===== config.mk =====
export PLATFORM = sky130hd
export DESIGN_NAME = ks_serial_adder
export DESIGN_NICKNAME = d
export VERILOG_FILES = /design/src/rtl/ks_serial_adder.sv
export SDC_FILE = /design/constraint.sdc
export NUM_CORES = 1
export LEC_CHECK = 0
export CAP_MARGIN = 5
export CORE_MARGIN = 5
export CORE_UTILIZATION = 40
export DETAILED_ROUTE_END_ITERATION = 16
export PLACE_DENSITY_LB_ADDON = 0.15
export SLEW_MARGIN = 30
export SYNTH_ARGS = -nofsm -noshare
export SYNTH_HDL_FRONTEND = slang
export SYNTH_SLANG_ARGS = --single-unit

===== constraint.sdc =====
create_clock -name clk -period 8.5 [get_ports clk]
set_clock_uncertainty 0.15 [all_clocks]
set_input_delay 1.275 -clock clk [delete_from_list [all_inputs] [get_ports clk]]
set_output_delay 1.275 -clock clk [all_outputs]
set_load 0.02 [all_outputs]

===== src/rtl/ks_serial_adder.sv =====
// Byte-serial adder/subtractor: one 8-bit slice per clock through a Kogge-Stone
// carry network, with results registered only when the whole word is complete.
module ks_serial_adder #(
    parameter int NUM_BYTES = 4
) (
    input  logic                   clk,
    input  logic                   rst,
    input  logic                   start,
    input  logic [8*NUM_BYTES-1:0] a,
    input  logic [8*NUM_BYTES-1:0] b,
    input  logic                   sub,
    input  logic                   cin,
    output logic                   busy,
    output logic                   done,
    output logic [8*NUM_BYTES-1:0] sum,
    output logic                   cout,
    output logic                   overflow,
    output logic                   zero
);

    localparam int W  = 8 * NUM_BYTES;
    localparam int IW = (NUM_BYTES > 1) ? $clog2(NUM_BYTES) : 1;

    typedef enum logic {
        IDLE = 1'b0,
        BUSY = 1'b1
    } state_t;

    state_t          r_state;
    state_t          w_stateNext;
    logic [W-1:0]    r_a;
    logic [W-1:0]    r_b;
    logic [W-1:0]    r_acc;
    logic            r_carry;
    logic [IW-1:0]   r_idx;

    logic            w_lastByte;
    logic [7:0]      w_aByte;
    logic [7:0]      w_bByte;
    logic [7:0]      w_p;
    logic [7:0]      w_g0;
    logic [7:0]      w_g1;
    logic [7:2]      w_p1;
    logic [7:0]      w_g2;
    logic [7:4]      w_p2;
    logic [7:0]      w_c;
    logic [7:0]      w_sumByte;
    logic [W-1:0]    w_fullSum;

    assign busy       = (r_state == BUSY);
    assign w_lastByte = (r_idx == IW'(NUM_BYTES - 1));
    assign w_aByte    = r_a[{r_idx, 3'b000} +: 8];
    assign w_bByte    = r_b[{r_idx, 3'b000} +: 8];

    always_ff @(posedge clk) begin
        if (rst) begin
            r_state <= IDLE;
        end else begin
            r_state <= w_stateNext;
        end
    end

    always_comb begin
        w_stateNext = r_state;
        case (r_state)
            IDLE:    if (start) w_stateNext = BUSY;
            BUSY:    if (w_lastByte) w_stateNext = IDLE;
            default: w_stateNext = IDLE;
        endcase
    end

    // Running carry is folded into bit 0 generate so the prefix tree yields true carries.
    always_comb begin
        w_p  = w_aByte ^ w_bByte;
        w_g0 = w_aByte & w_bByte;
        w_g0[0] = w_g0[0] | (w_p[0] & r_carry);

        w_g1 = w_g0;
        for (int k = 1; k < 8; k++) begin
            w_g1[k] = w_g0[k] | (w_p[k] & w_g0[k-1]);
        end
        for (int k = 2; k < 8; k++) begin
            w_p1[k] = w_p[k] & w_p[k-1];
        end

        w_g2 = w_g1;
        for (int k = 2; k < 8; k++) begin
            w_g2[k] = w_g1[k] | (w_p1[k] & w_g1[k-2]);
        end
        for (int k = 4; k < 8; k++) begin
            w_p2[k] = w_p1[k] & w_p1[k-2];
        end

        w_c = w_g2;
        for (int k = 4; k < 8; k++) begin
            w_c[k] = w_g2[k] | (w_p2[k] & w_g2[k-4]);
        end

        w_sumByte = w_p ^ {w_c[6:0], r_carry};
        w_fullSum = r_acc;
        w_fullSum[{r_idx, 3'b000} +: 8] = w_sumByte;
    end

    always_ff @(posedge clk) begin
        if (rst) begin
            r_a      <= '0;
            r_b      <= '0;
            r_acc    <= '0;
            r_carry  <= 1'b0;
            r_idx    <= '0;
            done     <= 1'b0;
            sum      <= '0;
            cout     <= 1'b0;
            overflow <= 1'b0;
            zero     <= 1'b1;
        end else begin
            done <= 1'b0;
            if (r_state == IDLE) begin
                if (start) begin
                    r_a     <= a;
                    r_b     <= sub ? ~b : b;
                    r_carry <= sub | cin;
                    r_idx   <= '0;
                end
            end else begin
                r_acc   <= w_fullSum;
                r_carry <= w_c[7];
                r_idx   <= r_idx + 1'b1;
                if (w_lastByte) begin
                    sum      <= w_fullSum;
                    cout     <= w_c[7];
                    overflow <= w_c[7] ^ w_c[6];
                    zero     <= (w_fullSum == '0);
                    done     <= 1'b1;
                end
            end
        end
    end

endmodule


==> Word-level counts from Yosys, hierarchy flattened <==
Index checks and enable logic that the tools add are counted.
{ "totals": {"regBits": 136, "latchBits": 0, "ram_bits": 0, "rom_bits": 0, "output_inout_bits": 37, "word_cells": 86, "mem_count": 0} }
{ "op_classes": {"addsub": 2, "multipliers": 0, "div": 0, "order_cmp": 0, "eq_ne": 1, "shift": 4, "n_mux": 10, "bitwise": 53, "reduce_logical": 5} }
{ "ops": {"columns": ["op", "count"], "rows": [
  ["indexed part select 32 x 6 -> 8 bit", 2],
  ["bitwise mux 32 bit", 1],
  ["logical NOT 32 bit", 1],
  ["two-way mux 32 bit", 1],
  ["NOT 32 bit", 1],
  ["variable shift 8 x 7 -> 32 bit (first input constant)", 1],
  ["indexed part select 8 x 7 -> 32 bit", 1],
  ["bitwise AND 1 bit", 28],
  ["bitwise OR 1 bit", 19],
  ["bitwise XOR 8 bit", 2],
  ["bitwise AND 8 bit", 1],
  ["negator 5 -> 7 bit", 1],
  ["two-way mux 1 bit", 5],
  ["two-way mux 2 bit", 2],
  ["AND reduction 2 bit", 2],
  ["adder 2 x 1 -> 2 bit (second input constant)", 1],
  ["equality test 2 bit (second input constant)", 1],
  ["case mux 1 bit (2 select lines)", 1],
  ["nonzero test 2 bit", 1],
  ["OR reduction 2 bit", 1],
  ["NOT 1 bit", 1],
  ["bitwise XOR 1 bit", 1]
]} }

==> Logic depth before layout (Yosys ltp) <==
{ "logic_depth": {"word_depth": 12, "depth_mapped": 12, "depth_no_buf": 10} }

==> Worst setup path before layout <==
Ideal clock, no wire load.
{ "synth_timing": {"path_kind": "register -> register", "from": "register r_idx[1]", "to": "register zero", "arrival_ps": 3460, "setup_slack_ps": 4818, "path_stages_with_launch": 13, "synth_period_minus_slack_ps": 3682, "cell_sequence": "dfxtp_1 > clkbuf_1 > buf_1 > mux4_2 > fa_1 > inv_1 > fa_1 > inv_1 > a221o_1 > a2111oi_2 > nand4_1 > or4_1 > a2bb2oi_1"} }
{ "synth_between": {"elab_chain_len": 12, "word_cells_on_any_way": 50, "classes_between": "add/sub: 1; eq/ne: 1; shift: 4; mux: 1; bitwise: 41; reduce/logical: 2"} }
{ "synth_lines": {"columns": ["element", "line_no", "rtl"], "rows": [
  ["start, declared", "35", "logic [IW-1:0] r_idx;"],
  ["start signal, assigned", "128", "r_idx <= r_idx + 1'b1;"],
  ["indexed part select 32 x 6 -> 8 bit (on tied branches)", "52, 53", null],
  ["bitwise XOR 8 bit", "74", "w_p = w_aByte ^ w_bByte;"],
  ["bitwise AND 1 bit", "76", "w_g0[0] = w_g0[0] | (w_p[0] & r_carry);"],
  ["bitwise OR 1 bit", "76", null],
  ["bitwise AND 1 bit (on tied branches)", "80, 88", null],
  ["bitwise OR 1 bit (on tied branches)", "80, 88", null],
  ["bitwise AND 1 bit (on tied branches)", "88, 96", null],
  ["bitwise OR 1 bit (on tied branches)", "88, 96", null],
  ["bitwise XOR 8 bit", "99", "w_sumByte = w_p ^ {w_c[6:0], r_carry};"],
  ["indexed part select 8 x 7 -> 32 bit", "101", "w_fullSum[{r_idx, 3'b000} +: 8] = w_sumByte;"],
  ["bitwise mux 32 bit", "101", null],
  ["logical NOT 32 bit", "133", "zero <= (w_fullSum == '0);"],
  ["end signal, assigned", "133", null],
  ["end, declared", "18", "output logic zero"]
]} }
Parallel ways exist; a longest one is shown, timed or not.
A chain may end at the register's enable or synchronous reset.

==> Worst setup path in the final report <==
{ "layout_timing": {"from": "register r_idx[0]", "to": "register zero"} }
Same word-level chain as after synthesis.

==> flow_summary.json <==
{
  "syn2layout_area_growth_pct": 28.3,
  "final_cell_count_no_fill": 962,
  "slowest_stage": "mux4_2",
  "period_needed_ns": 3.89,
  "syn_inst": 684,
  "insertion_delay_ns": 0.42,
  "crit_chain": "buf_4 > mux4_2 > fa_1 > inv_1 > fa_1 > inv_1 > a221o_1 > a2111oi_2 > nand4_1 > or4_1 > a2bb2oi_1",
  "drive_gt1_share_pct": 8.01,
  "yosysMostFrequentCell": "dfxtp_1",
  "switching_share_pct": 25.8,
  "max-vdd-ir-drop_uv": 133,
  "clockBufferDepth": 2,
  "power_leakage_nw": 2.76,
  "drc": 0,
  "maxCapViolCount": 0,
  "layout_setup_ws_ns": 4.61,
  "ctsResizeCount": 0,
  "overflow": 0,
  "p_comb_share_pct": 14.0,
  "root_buffer": "clkbuf_16",
  "post_cts_buffers": 0,
  "io_pins": 106,
  "finalMaxSlewViolations": 0,
  "fin_setup_tns_ns": 0,
  "clock.fmax_ghz": 0.257,
  "worst-setup-path-type": "reg -> reg",
  "netlist_top_cells_count": "dfxtp_1, nor2_1, nand2_1",
  "vias": 5130,
  "ys_seq_area_share_pct": 44.6,
  "globalplace.congestion": 0.817,
  "path_clk_slew_ns": 0.06,
  "synthDistinctLibCells": 46,
  "dp_cells": 930,
  "drtPass1Iterations": 4,
  "postCtsHoldBufs": 0,
  "via_per_inst": 5.33,
  "core-area_sq_mm": 0.0151,
  "ys_ff_latch": 136,
  "worstPathArrival_ns": 4.08,
  "cts_tree": "built",
  "synthArstFlopShare_pct": 0,
  "start_kind": "flop",
  "p_int_w": 0.00123,
  "seqCellArea_sq_mm": 0.00273,
  "multi_input_area_sq_mm": 0.00313,
  "die_area_sq_mm": 0.0178,
  "yosysWarnings": 0,
  "rsz0062_at_grt": "no",
  "antenna_cells": 0,
  "finalCritPeriodShare_pct": 45.7,
  "setup_viol": 0,
  "fillers": 1446,
  "post_drt_wl_per_cell_um": 16.3,
  "antenna_found_initial": 0,
  "die_h_um": 134,
  "grt_max_degree": 95,
  "slew_headroom_pct": 33.7,
  "dp_hpwl_mm": 11.1,
  "synth-edff-count": 0,
  "fin_nets": 845,
  "synth_area_leaders": "dfxtp_1, a211oi_1, nor2_1",
  "grt_pass1_wl_mm": 26.3,
  "drt-total-wl_mm": 15.7,
  "io_buffers": 105,
  "crit_path_end_kind": "flop",
  "synth.top_cell.area_share_pct": 44.6,
  "start_util_pct": 40.5,
  "crit_path_max_fanout": 16,
  "clkPwrFrac_pct": 44.2,
  "worst-path-buf-inv": 3,
  "synth_area_sq_mm": 0.00611,
  "dr.first_iter.drc_count": 265,
  "hp-class": "reg -> reg",
  "die_w_um": 134,
  "crit_family": "compound AO/OA/AOI/OAI gates",
  "cts_buffers": 17,
  "final-hold-violation-count": 0,
  "ant_nets": 0,
  "seqPwrFrac_pct": 41.8,
  "cts.htree.levels": 4,
  "tightest_slew_ns": 0.987,
  "grtUsageTotal_pct": 18.3,
  "synth_nets": 768,
  "synthFlopType": "dfxtp_1",
  "dp_slack_ns": 4.51,
  "required_ns": 8.70,
  "cts_sinks": 136,
  "status": "completed",
  "power_w": 0.00165,
  "hold_ws_ns": 0.304,
  "yosysTopAreaCell": "dfxtp_1",
  "p_switching_w": 0.000427,
  "p_per_area_mw_per_mm2": 211,
  "grt_pass1_vias": 5213,
  "avgSynthCellArea_sq_um": 8.93,
  "slowest_delay_ns": 0.57,
  "rows": 45
}
placed cells by master (no fill, tap or decap), types with 8 or more instances in the layout:
cell               n
dfxtp_1          134
nor2_1           109
clkdlybuf4s50_1  103
nand2_1           77
a211oi_1          74
a21oi_1           48
xnor2_1           36
a22oi_1           19
nor3_1            19
clkbuf_16         17
mux4_2            16
ha_1              13
inv_1             12
buf_4             10
a221oi_1           9
a32oi_1            8
path summary, 6_finish.rpt:
path / cells past startpoint / to / slack, ns / startpoint
worst max-delay path: 11 / zero / 4.61 / r_idx[0]
worst min-delay path: 2 / r_a[25] / 0.30 / r_a[25]
worst max register to register: 11 / zero / 4.61 / r_idx[0]
worst min register to register: 2 / r_a[25] / 0.30 / r_a[25]
sequential cells by signal, indices dropped and copies added (netlist names):
register / flops
busy: 1
cout: 1
done: 1
overflow: 1
r_a: 32
r_acc: 32
r_b: 32
r_carry: 1
r_idx: 2
sum: 32
zero: 1
final cells by class:
type / instances / share of cell area, %
well taps: 188 / 3.00
multi-input cells: 480 / 39.9
clock inverters: 10 / 1.52
repair buffers: 114 / 14.2
clock buffers: 22 / 6.05
inverters: 12 / 0.574
flip-flops and latches: 136 / 34.8
per-layer routing:
metal / global-route usage [%] / part of all wire, % / vias to the layer above
met3: 5.10 / 4.9 / 20
li1: - / - / 2606
met4: 6.51 / 1.7 / 0
met1: 22.4 / 44 / 2379
met2: 30.9 / 49 / 125
met5: 0 / 0 / -
metrics by stage:
| stage | utilization (%) | cell area, sq um |
|---|---|---|
| 6_report | 52.0 | 7840 |
| 5_1_grt | 52.0 | 7840 |
| 4_1_cts | 52.0 | 7840 |
| 3_5_place_dp | 48.0 | 7250 |
| 3_3_place_gp | 48.0 | 7240 |
| 2_1_floorplan | - | 6110 |
worst reg2reg max path, stage by stage, from the launching register on:
cell       delay, ns
dfxtp_1         0.48
buf_4           0.36
mux4_2          0.57
fa_1            0.45
inv_1           0.09
fa_1            0.22
inv_1           0.13
a221o_1         0.36
a2111oi_2       0.24
nand4_1         0.12
or4_1           0.49
a2bb2oi_1       0.16
power by group through the flow:
| stage | clock network [W] | registers (W) | logic (W) |
|---|---|---|---|
| after floorplan | 0 | 0.000697 | 0.000153 |
| after global placement | 0 | 0.000704 | 0.000227 |
| after detailed placement | 0 | 0.000704 | 0.000231 |
| after CTS | 0.000743 | 0.000691 | 0.000232 |
| after global routing | 0.000772 | 0.000694 | 0.000256 |
| final | 0.000732 | 0.000691 | 0.000231 |
cell families after synthesis:
logic type	synth area share (%)
DFF	44.6
xor gates and xnor gates	5.45
adders and majority gates	3.32
AOI/OAI and AO/OA	20.5
and+or+nand+nor	15.8
muxes	6.06
buffers and inverters	4.34
Power figures use the tool's default switching activity.
